## src/rtl/ft_rx_pkg.sv

```systemverilog
// Shared constants and state encoding for the FT601 245-synchronous FIFO receive path.
package ft_rx_pkg;

    localparam logic [1:0] ST_IDLE = 2'd0;
    localparam logic [1:0] ST_OE   = 2'd1;
    localparam logic [1:0] ST_READ = 2'd2;
    localparam logic [1:0] ST_TURN = 2'd3;

    localparam int unsigned DEF_DATA_W = 32;
    localparam int unsigned DEF_BE_W   = 4;

    // Free slots required before starting a burst: one for the first word, one of margin.
    localparam int unsigned MIN_FREE = 2;

    typedef enum logic [1:0] {
        S_IDLE = ST_IDLE,
        S_OE   = ST_OE,
        S_READ = ST_READ,
        S_TURN = ST_TURN
    } state_t;

endpackage

```

## src/rtl/rx_fifo.sv

```systemverilog
// Single-clock show-ahead FIFO; head word is visible whenever not_empty is high.
module rx_fifo #(
    parameter int unsigned WIDTH = 36,
    parameter int unsigned DEPTH = 16
) (
    input  logic                   clk_in,
    input  logic                   rst_in,
    input  logic                   push,
    input  logic [WIDTH-1:0]       wdata,
    input  logic                   pop,
    output logic [WIDTH-1:0]       rdata,
    output logic [$clog2(DEPTH):0] count,
    output logic                   not_empty
);

    localparam int unsigned AW = $clog2(DEPTH);
    localparam int unsigned CW = AW + 1;

    logic [WIDTH-1:0] mem [DEPTH];
    logic [AW-1:0]    wr_ptr;
    logic [AW-1:0]    rd_ptr;
    logic             do_push;
    logic             do_pop;

    assign not_empty = (count != '0);
    assign do_pop    = pop && not_empty;
    // A push into a full buffer is only legal when the same edge pops.
    assign do_push   = push && ((count != CW'(DEPTH)) || do_pop);

    always_ff @(posedge clk_in or negedge rst_in) begin
        if (!rst_in) begin
            wr_ptr <= '0;
            rd_ptr <= '0;
            count  <= '0;
        end else begin
            if (do_push) begin
                wr_ptr <= wr_ptr + AW'(1);
            end
            if (do_pop) begin
                rd_ptr <= rd_ptr + AW'(1);
            end
            case ({do_push, do_pop})
                2'b10:   count <= count + CW'(1);
                2'b01:   count <= count - CW'(1);
                default: count <= count;
            endcase
        end
    end

    always_ff @(posedge clk_in) begin
        if (do_push) begin
            mem[wr_ptr] <= wdata;
        end
    end

    assign rdata = not_empty ? mem[rd_ptr] : '0;

endmodule

```

## src/rtl/ft_rx_reader.sv

```systemverilog
// FT601 master-side reader: runs the OE/READ/TURN handshake and buffers words as a stream.
module ft_rx_reader
    import ft_rx_pkg::*;
#(
    parameter int unsigned DATA_W     = DEF_DATA_W,
    parameter int unsigned BE_W       = DEF_BE_W,
    parameter int unsigned FIFO_DEPTH = 16,
    parameter int unsigned CNT_W      = 32
) (
    input  logic              clk_in,
    input  logic              rst_in,
    input  logic              rxf_n_in,
    input  logic [DATA_W-1:0] data_in,
    input  logic [BE_W-1:0]   be_in,
    output logic              oe_n_out,
    output logic              rd_n_out,
    output logic              bus_rd_out,
    output logic [DATA_W-1:0] data_out,
    output logic [BE_W-1:0]   be_out,
    output logic              valid_out,
    input  logic              ready_in,
    output logic [CNT_W-1:0]  word_cnt_out
);

    localparam int unsigned CW = $clog2(FIFO_DEPTH) + 1;
    localparam int unsigned FW = DATA_W + BE_W;

    state_t        state;
    logic [CW-1:0] count;
    logic [CW-1:0] free;
    logic [CW-1:0] free_after;
    logic          cap;
    logic          pop;
    logic [FW-1:0] head;

    assign cap        = (state == S_READ) && !rxf_n_in;
    assign pop        = valid_out && ready_in;
    assign free       = CW'(FIFO_DEPTH) - count;
    // Same-edge pop is deliberately not credited, so the exit decision can never overflow.
    assign free_after = free - CW'(cap);

    always_ff @(posedge clk_in or negedge rst_in) begin
        if (!rst_in) begin
            state      <= S_IDLE;
            oe_n_out   <= 1'b1;
            rd_n_out   <= 1'b1;
            bus_rd_out <= 1'b0;
        end else begin
            case (state)
                S_IDLE: begin
                    if (!rxf_n_in && (free >= CW'(MIN_FREE))) begin
                        state      <= S_OE;
                        oe_n_out   <= 1'b0;
                        rd_n_out   <= 1'b1;
                        bus_rd_out <= 1'b1;
                    end
                end
                S_OE: begin
                    state      <= S_READ;
                    oe_n_out   <= 1'b0;
                    rd_n_out   <= 1'b0;
                    bus_rd_out <= 1'b1;
                end
                S_READ: begin
                    if (rxf_n_in || (free_after == '0)) begin
                        state      <= S_TURN;
                        oe_n_out   <= 1'b1;
                        rd_n_out   <= 1'b1;
                        bus_rd_out <= 1'b1;
                    end
                end
                S_TURN: begin
                    state      <= S_IDLE;
                    oe_n_out   <= 1'b1;
                    rd_n_out   <= 1'b1;
                    bus_rd_out <= 1'b0;
                end
                default: begin
                    state      <= S_IDLE;
                    oe_n_out   <= 1'b1;
                    rd_n_out   <= 1'b1;
                    bus_rd_out <= 1'b0;
                end
            endcase
        end
    end

    always_ff @(posedge clk_in or negedge rst_in) begin
        if (!rst_in) begin
            word_cnt_out <= '0;
        end else if (cap) begin
            word_cnt_out <= word_cnt_out + CNT_W'(1);
        end
    end

    rx_fifo #(
        .WIDTH (FW),
        .DEPTH (FIFO_DEPTH)
    ) u_fifo (
        .clk_in    (clk_in),
        .rst_in    (rst_in),
        .push      (cap),
        .wdata     ({be_in, data_in}),
        .pop       (pop),
        .rdata     (head),
        .count     (count),
        .not_empty (valid_out)
    );

    assign data_out = head[DATA_W-1:0];
    assign be_out   = head[DATA_W +: BE_W];

endmodule

```

## config.mk

```make
export PLATFORM = sky130hd
export DESIGN_NAME = ft_rx_reader
export DESIGN_NICKNAME = d
export VERILOG_FILES = /design/src/rtl/ft_rx_pkg.sv /design/src/rtl/rx_fifo.sv /design/src/rtl/ft_rx_reader.sv
export SDC_FILE = /design/constraint.sdc
export NUM_CORES = 1
export LEC_CHECK = 0
export BUFFER_PORTS_ARGS = -buffer_cell sky130_fd_sc_hd__buf_2
export CAP_MARGIN = 40
export CORE_ASPECT_RATIO = 0.75
export CORE_MARGIN = 1.5
export CORE_UTILIZATION = 51
export DETAILED_ROUTE_END_ITERATION = 8
export GPL_TIMING_DRIVEN = 0
export PLACE_DENSITY = 0.71
export SKIP_LAST_GASP = 1
export SLEW_MARGIN = 10
export SYNTH_ARGS = -nofsm -noshare
export SYNTH_HDL_FRONTEND = slang
export SYNTH_SLANG_ARGS = --single-unit
export TNS_END_PERCENT = 5
```

## constraint.sdc

```tcl
create_clock -name clk_in -period 3.12 [get_ports clk_in]
set_clock_uncertainty 0.2 [all_clocks]
set_input_delay 0.468 -clock clk_in [delete_from_list [all_inputs] [get_ports clk_in]]
set_output_delay 0.468 -clock clk_in [all_outputs]
set_load 0.02 [all_outputs]
```

* After elaboration in Yosys (flattened, before gate mapping)
Memory sizes are Yosys's and may differ from the RTL's.
Index checks and enable logic that the tools add are counted.
** Storage, ports and cells
- Bits in registers :: 50
- RAM bits :: 576
- Bits of input ports :: 40
- Output and inout port bits :: 72
- Word-level logic and storage cells :: 51
- Memories kept :: 1
** Memory list
- u_fifo.mem :: words 16, bits a word 36, read ports 1, clocked after memory_dff 0, write ports 1, line rx_fifo.sv:19 : logic [WIDTH-1:0] mem [DEPTH];
** Cells by class
- Add/sub/neg operators :: 7
- Order comparisons :: 1
- Eq/ne operators :: 8
- Muxes and demuxes :: 13
- Reductions and logical operators :: 13
** Operator list (count)
- 2-to-1 mux 36 bit :: 1
- adder 32 x 1 -> 32 bit, second input constant :: 1
- case mux 1 bit (4 select lines) :: 3
- case mux 5 bit (2 select lines) :: 1
- adder 4 x 1 -> 4 bit, second input constant :: 2
- case mux 2 bit (4 select lines) :: 1
- == test 2 bit, second input constant :: 3
- adder 5 x 1 -> 5 bit, second input constant :: 1
- greater-or-equal comparator 5 x 2 -> 1 bit, second input constant :: 1
- logical AND 1 bit :: 5
- zero test 5 bit :: 1
- 2-to-1 mux 1 bit :: 5
- inequality test 5 bit, second input constant :: 1
- nonzero test 5 bit :: 1
- subtractor 5 x 1 -> 5 bit :: 1
- subtractor 5 x 1 -> 5 bit, second input constant :: 1
- subtractor 5 bit, first input constant :: 1
- == test 2 x 1 -> 1 bit, second input constant :: 2
- 2-to-1 mux 2 bit :: 2
- zero test 2 bit :: 1
- logical OR 1 bit :: 2
- inequality test 2 x 1 -> 1 bit, second input constant :: 1
- inequality test 2 bit, second input constant :: 1
- AND reduction 2 bit :: 1
- other kinds (2) :: 2

* Logic depth before layout (Yosys ltp)
Gate-level depths: netlist of run 1.
- Word-level depth :: 7
- Gate-level depth with buffers :: 13
- Gate-level depth less buffers :: 13

* Hierarchy
From an unflattened synthesis of run 1, not the netlist that was laid out.
** Second synthesis, totals
- Cells, all modules :: 1173
- Area, all modules :: 24597.3 um2
** Modules (own cells, without submodules)
- rx_fifo :: instances 1, cells an instance 1022, area each 22811.9 um2
- ft_rx_reader :: instances 1, cells an instance 151, area each 1785.5 um2

* Worst setup path after synthesis of run 1
No wires, ideal clock.
- Path type :: register to register
- From :: register u_fifo.count[0]
- To :: memory u_fifo.mem[4][0], enable pin
- Library setup time :: 0.397 ns
- Data arrival time :: 2.858 ns
- Slack :: -0.335 ns
- Cell stages (with the launch flop) :: 11
- Path buffers :: 1
- Cells stage by stage :: dfrtp_1 -> inv_1 -> ha_1 -> nor3b_1 -> ha_1 -> nand2b_1 -> a21oi_1 -> clkbuf_1 -> nand2_1 -> nor2_1 -> and2_1
** On the way
- Longest elaborated chain between the ends :: 7
- Elaborated cells between the ends (all ways) :: 8
** RTL lines
- start, declared :: line rx_fifo.sv:12 : output logic [$clog2(DEPTH):0] count,
- start signal, assigned :: line rx_fifo.sv:43 : 2'b10: count <= count + CW'(1);
- start signal, assigned :: line rx_fifo.sv:44 : 2'b01: count <= count - CW'(1);
- start signal, assigned :: line rx_fifo.sv:45 : default: count <= count;
- nonzero test 5 bit :: line rx_fifo.sv:25 : assign not_empty = (count != '0);
- logical AND 1 bit :: line ft_rx_reader.sv:37 : assign pop = valid_out && ready_in;
- logical AND 1 bit :: line rx_fifo.sv:26 : assign do_pop = pop && not_empty;
- logical OR 1 bit (*) :: line rx_fifo.sv:28 : assign do_push = push && ((count != CW'(DEPTH)) || do_pop);
- logical AND 1 bit (*) :: line rx_fifo.sv:28
- 2-to-1 mux 1 bit (*) :: line rx_fifo.sv:51 : if (do_push) begin
- 2-to-1 mux 1 bit (implied by the code) (*) :: line rx_fifo.sv:52 : mem[wr_ptr] <= wdata;
- end, declared :: line rx_fifo.sv:19
Mark *: on every way between the ends. The rest lies on a longest branch, timed or not.

* Final worst setup path of run 1
- From :: register u_fifo.rd_ptr[0]
- To :: output port data_out[5]
** On the way
- Longest elaborated chain between the ends :: 2
** RTL lines
- start, declared :: line rx_fifo.sv:21 : logic [AW-1:0] rd_ptr;
- start signal, assigned :: line rx_fifo.sv:40 : rd_ptr <= rd_ptr + AW'(1);
- memory (16 x 36 bit)
- 2-to-1 mux 36 bit :: line rx_fifo.sv:56 : assign rdata = not_empty ? mem[rd_ptr] : '0;
- end, declared :: line ft_rx_reader.sv:18 : output logic [DATA_W-1:0] data_out,
No other way between the ends.

==> impl_metrics.csv, run 1 <==
group,metric,value,unit
outcome,status,"finished, violations left",
outcome,violations,"setup timing",
power_and_ir_drop,peakVddDrop,0.477,mV
route,ant_nets,0,
timing,worst_pin_slew,0.710,ns
power_and_ir_drop,p_per_area,940,nW/um^2
floorplan,rows,69,
synthesis,synth.most_common_cell,"edfxtp_1",
cells_and_area,instances_no_fill,2059,
synthesis,synth-adder-area-share,1.01,%
worst_setup_path,crit_fanout,7,
synthesis,yosysSeqAreaShare,76.2,%
worst_setup_path,endpoint_kind,"primary output",
synthesis,synth_xor_area_share,1.55,%
worst_setup_path,cp.arrival,2.56,ns
route,drc,0,
route,drt-wirelength-per-cell,28.0,um
route,drt_iter0_markers,1413,
cells_and_area,nNetsFinal,1430,
floorplan,io_pins,112,
synthesis,synth_ff_type,"edfxtp_1",
global_routing,grt-ovfl-total,0,
floorplan,die-area,49100,um^2
timing,finalSetupTns,-4.71,ns
route,finalWirelength,57700,um
min_path,hold_path.class,"in -> reg",
synthesis,synthTopCellsByArea,"edfxtp_1 71%, mux4_2 13%, dfrtp_1 4.9%, mux2i_1 3.0%, xnor2_1 1.3%",
clock_tree,cts.clk_slew.worst_paths,0.07,ns
global_routing,grtUsageTotal,22.4,%
power_and_ir_drop,power,28.2,mW
floorplan,start_util,51.6,%
cells_and_area,area_growth_syn_to_layout,23.1,%
clock_tree,clk_latency,0.62,ns
route,vias,12500,
synthesis,synth_compound_area_share,1.49,%
synthesis,async_flop_share,7.99,%
placed_design,gp_congestion,0.823,
synthesis,synthSimpleGateAreaFrac,2.33,%
clock_tree,htree_levels,2,
synthesis,synth_top_area_share,71.0,%
clock_tree,cts_root_buffer,"clkbuf_16",
cells_and_area,drive_above_1_share,38.1,%
synthesis,synth_area_leader_cell,"edfxtp_1",
timing,fin_ws,-0.111,ns
timing,layout_min_cycle_time,3.23,ns
job,maxCapViolCount,0,
cells_and_area,design_area,30000,um^2
global_routing,grt_max_degree,35,
timing,setup_viol,135,
global_routing,grt_antenna_before_repair,1,
route,drtPass1Iterations,7,
timing,slew_headroom,52.7,%
global_routing,grt_pass1_wl,80200,um
synthesis,ys_ff_latch,626,
synthesis,yosys-mux-area-fraction,16.4,%
synthesis,synth_top_family_by_area,"multiplexers",
floorplan,die_width,255,um
worst_setup_path,cp-start-kind,"register",
timing,finalCritPeriodShare,104,%
clock_tree,clock_sinks,626,
clock_tree,clockBufferDepth,3,
timing,rsz0062_at_grt,"true",
synthesis,synth_edf_count,576,
synthesis,synthTopCellsByCount,"576 x edfxtp_1, 144 x mux4_2, 73 x mux2i_1",
synthesis,syn_area_per_cell,21.6,um^2
worst_setup_path,critPathRequiredTime,2.45,ns
global_routing,grt_pass1_vias,12300,
synthesis,syn_area,24300,um^2
clock_tree,cts_tree,"built",
timing,fmax,310,MHz
power_and_ir_drop,cellLeakagePower,10.2,nW
timing,drv_slew,0,
worst_setup_path,crit_type,"reg -> out",
floorplan,die_y,192,um
placed_design,io_buffers,111,
synthesis,syn_inst,1128,
clock_tree,cts_made_buffers,58,
timing,hold_violations,0,
placed_design,placed_area,26200,um^2
placed_design,post-dp-hpwl,31600,um
synthesis,yosysWarnings,0,
floorplan,coreArea,47200,um^2
route,vias_per_cell,6.06,
synthesis,ys_types,42,
synthesis,syn-num-nets,1187,
placed_design,dp.cells,1901,
[metrics by stage]
| stage | hold WS, ns | worst slack [ns] | util (%) |
|---|---|---|---|
| after global placement | 0.256 | -1.54 | 54.4 |
| after global routing | 0.0183 | -0.165 | 63.5 |
| after floorplan | -0.0276 | -0.335 | - |
| final | 0.0202 | -0.111 | 63.5 |
| after detailed placement | 0.222 | -0.848 | 55.4 |
| after CTS | 0.0000407 | -0.116 | 61.6 |
[final timing paths]
check | cells after the start | startpoint | slack (ns) | to
hold reg to reg | 1 | word_cnt_out[31] | 0.27 | word_cnt_out[31]
min in group asynchronous | 2 | rst_in | 0.13 | word_cnt_out[31]
setup / recovery | 7 | u_fifo.rd_ptr[0] | -0.11 | data_out[5]
setup reg to reg | 9 | u_fifo.count[0] | -0.07 | u_fifo.mem[9][20]
hold / removal | 1 | data_in[15] | 0.02 | u_fifo.mem[4][15]
max in group asynchronous | 3 | rst_in | 2.00 | oe_n_out
[report_power, final]
part           switching [mW]  internal (mW)
Combinational            5.80           5.65
Sequential              0.241           9.65
Clock                    3.05           3.78
[logic make-up after synthesis]
kind of cell,count (synthesis)
fa+ha+maj,19
simple gates,103
flops,626
mux,218
xor+xnor,43
buf+inv,63
compound gates,56
[metal layers]
metal / track usage [%] / vias up / wire [um]
met2: 36.5 / 572 / 28100
met4: 6.98 / 0 / 1450
met3: 2.97 / 89 / 4010
met1: 32.1 / 6644 / 24200
met5: 0 / - / 0
li1: - / 5174 / -
[registers in the layout (all words and copies together), names as in the netlist, 2 cells and up]
register / cells
u_fifo.mem: 576
u_fifo.rd_ptr: 4
u_fifo.wr_ptr: 4
state: 2
u_fifo.count: 5
word_cnt_out: 32
[what timing repair did]
action / in CTS / in global routing
endpoints found under the hold margin: 149 / 0
resized for setup: 216 / 92
endpoints found under the setup margin: 574 / 377
pin swaps: 10 / 10
setup buffers: 13 / 8
cloned: 6 / 15
hold buffers: 9 / 0
[placed cells by master (no fill, tap or decap), drive strengths merged, types with 6 or more instances in the layout]
cell type,netlist,final
a21oi,6,6
and2,15,17
and4,7,7
buf,23,179
clkbuf,27,112
clkinv,0,31
dfrtp,48,48
dlygate4sd3,0,9
edfxtp,576,576
ha,18,18
inv,13,14
mux2i,73,73
mux4,144,144
nand2,27,27
nand3,11,11
nand4,9,9
nor2,12,12
o21ai,8,8
o22ai,36,36
xnor2,35,35
xor2,8,8
[critical path, stage by stage, from the launching register on]
cell,delay [ns]
dfrtp_2,0.38
buf_12,0.14
buf_12,0.18
buf_16,0.15
mux4_2,0.51
mux2i_1,0.31
o22ai_4,0.11
buf_6,0.14
[cell type report]
cell class,instances,area [um^2]
timing repair buffer,181,1840
multi-input combinational,442,6240
sequential,626,18600
fill,3061,17200
clock buffer,70,1520
tap,639,800
antenna,1,2.50
clock inverter,38,282
inverter,13,48.8
buffer,49,698
No activity file was read; power rests on OpenSTA's default activity.
==> run 2: changes to the inputs <==
--- a/config.mk
+++ b/config.mk
@@ -7,7 +7,6 @@
 export LEC_CHECK = 0
 export BUFFER_PORTS_ARGS = -buffer_cell sky130_fd_sc_hd__buf_2
 export CAP_MARGIN = 40
-export CORE_ASPECT_RATIO = 0.75
 export CORE_MARGIN = 1.5
 export CORE_UTILIZATION = 51
 export DETAILED_ROUTE_END_ITERATION = 8
==> impl_metrics.csv, run 2 (synthesis results as in run 1) <==
group,metric,value,unit
clock_tree,clk_latency,0.61,ns
worst_setup_path,r2r_cells,11,
clock_tree,clock_sinks,626,
timing,worst_pin_slew,0.580,ns
worst_setup_path,critPathRequiredTime,2.45,ns
floorplan,start_util,52.0,%
floorplan,rows,79,
global_routing,grt_use_met2,36.9,%
global_routing,met1_usage,29.7,%
clock_tree,cts_made_buffers,60,
route,vias,12000,
power_and_ir_drop,combPwrFrac,34.9,%
clock_tree,cts.clk_slew.worst_paths,0.06,ns
floorplan,io_pins,112,
min_path,holdPathStages,1,
global_routing,grt_use_met3,3.35,%
power_and_ir_drop,pwr-share-clk,27.7,%
cells_and_area,layout_common_cells,"576 x edfxtp_1, 144 x mux4_2, 101 x buf_2",
timing,holdWs,0.0214,ns
global_routing,grt-busiest-layer,"met2",
timing,rsz0062_at_grt,"true",
cells_and_area,layout_commonest_cell,"edfxtp_1",
route,drc,0,
timing,finalCritPeriodShare,103,%
floorplan,die-area,49100,um^2
route,vias_per_cell,5.95,
cells_and_area,final-seq-area,18600,um^2
floorplan,die_y,222,um
worst_setup_path,cp.arrival,2.55,ns
clock_tree,htree_levels,2,
timing,fmax,311,MHz
placed_design,post-dp-hpwl,31400,um
power_and_ir_drop,power_switching_share,31.0,%
worst_setup_path,cp-start-kind,"register",
power_and_ir_drop,power_frac_seq,37.4,%
global_routing,grt_pass1_vias,12500,
route,ant_nets,0,
floorplan,die_width,222,um
power_and_ir_drop,power,26.4,mW
timing,drv_slew,0,
global_routing,grtUsageTotal,21.9,%
min_path,hold_path.class,"in -> reg",
timing,fin_ws,-0.0980,ns
outcome,violations,"setup timing",
job,maxCapViolCount,0,
power_and_ir_drop,switching_power,8.18,mW
cells_and_area,area_growth_syn_to_layout,19.6,%
placed_design,gp_congestion,0.764,
cells_and_area,fill_cells,3187,
floorplan,coreArea,46900,um^2
route,finalWirelength,52700,um
cells_and_area,multi_input_area,5830,um^2
clock_tree,cts_tree,"built",
worst_setup_path,crit_type,"reg -> out",
clock_tree,cts_root_buffer,"clkbuf_16",
global_routing,grt_antenna_before_repair,1,
global_routing,grt_max_degree,37,
cells_and_area,nNetsFinal,1410,
timing,slew_headroom,61.4,%
worst_setup_path,endpoint_kind,"primary output",
route,drt_iter0_markers,1182,
min_path,hold_start,"data_in[16]",
route,drtPass1Iterations,5,
power_and_ir_drop,peakVddDrop,0.501,mV
worst_setup_path,regToRegEndpoint,"u_fifo.mem[5][19]",
global_routing,grt_pass1_wl,79000,um
route,drt-wirelength-per-cell,26.2,um
timing,finalSetupTns,-2.87,ns
timing,setup_viol,103,
cells_and_area,largestRegisters,"u_fifo.mem: 576 flops, word_cnt_out: 32 flops, u_fifo.count: 5 flops",
clock_tree,clockBufferDepth,3,
worst_setup_path,worst-r2r-setup-slack,-0.04,ns
cells_and_area,drive_above_1_share,35.6,%
power_and_ir_drop,cellLeakagePower,9.95,nW
outcome,status,"finished, violations left",
min_path,min_to,"u_fifo.mem[10][16]",
worst_setup_path,crit_fanout,10,
timing,layout_min_cycle_time,3.22,ns
power_and_ir_drop,p_per_area,908,nW/um^2
cells_and_area,largest_register_ffs,576,
global_routing,grt-ovfl-total,0,
worst_setup_path,rr_startpoint,"u_fifo.count[0]",
power_and_ir_drop,internal_power,18.2,mW
cells_and_area,top_register,"u_fifo.mem",
placed_design,io_buffers,111,
timing,hold_violations,0,
-- run 2: changes by cell type in the layout (fill, tap and decap cells not counted), sizes merged, moves of 3 or more --
| cell | previous run | this run |
|---|---|---|
| inv | 14 | 17 |
| clkbuf | 112 | 104 |
| buf | 179 | 174 |
| clkinv | 31 | 24 |
| dlygate4sd3 | 9 | 6 |
| bufinv | 4 | 8 |
-- run 2: how the worst max path moves through the flow --
stage                     slack, ns  cells past startpoint             start                end
after floorplan               -0.33                     10   u_fifo.count[0]   u_fifo.mem[5][0]
after global placement        -1.63                     10   u_fifo.count[0]  u_fifo.mem[5][11]
after detailed placement      -0.81                      9   u_fifo.count[0]       data_out[23]
after CTS                     -0.15                      6  u_fifo.rd_ptr[0]       data_out[15]
after global routing          -0.17                      6  u_fifo.rd_ptr[0]          be_out[0]
final                          -0.1                      6  u_fifo.rd_ptr[0]          be_out[0]
-- run 2: routing by layer --
layer / wire length, um / part of all wire [%]
met5: 0 / 0
met2: 26800 / 51
met1: 21500 / 41
met3: 3030 / 5.8
met4: 1330 / 2.5
-- run 2: final cells by class --
type                       instances  share of cell area, %
sequential                       626                   63.7
multi-input combinational        440                   20.0
inverter                          13                  0.176
clock buffer                      74                   5.41
timing repair buffer             161                   4.60
buffer                            49                   2.02
tap                              607                   2.61
clock inverter                    40                   1.43
antenna                            1                0.00860
-- run 2: power groups by stage --
stage,logic (mW),registers (mW),clock network (mW)
2_1_floorplan,5.23,10.0,0
6_report,9.21,9.89,7.32
3_3_place_gp,7.54,10.0,0
4_1_cts,9.24,9.89,7.41
5_1_grt,9.77,9.92,7.74
3_5_place_dp,7.86,10.0,0
-- run 2: through the flow --
| stage | setup WS [ns] | area (um^2) | util (%) | std cells |
|---|---|---|---|---|
| after floorplan | -0.335 | 24300 | - | 1128 |
| after global placement | -1.63 | 25700 | 54.8 | 1846 |
| after detailed placement | -0.814 | 26100 | 55.8 | 1871 |
| after CTS | -0.150 | 29000 | 62.0 | 2009 |
| after global routing | -0.166 | 29100 | 62.1 | 2011 |
| final | -0.0980 | 29100 | 62.1 | 2011 |
-- run 2: repair_timing --
action | 4_1_cts | 5_1_grt
pin swaps | 10 | 1
cloned | 4 | 0
hold buffers | 6 | 0
resized for setup | 176 | 11
buffers inserted | 15 | 1
endpoints found under the setup margin | 591 | 430
endpoints found under the hold margin | 84 | 0
-- run 2: worst max-delay path: stages, from the launching register on --
cell,delay [ns]
dfrtp_2,0.42
clkbuf_16,0.23
buf_12,0.19
mux4_2,0.54
mux2i_2,0.23
o22ai_1,0.12
buf_2,0.19
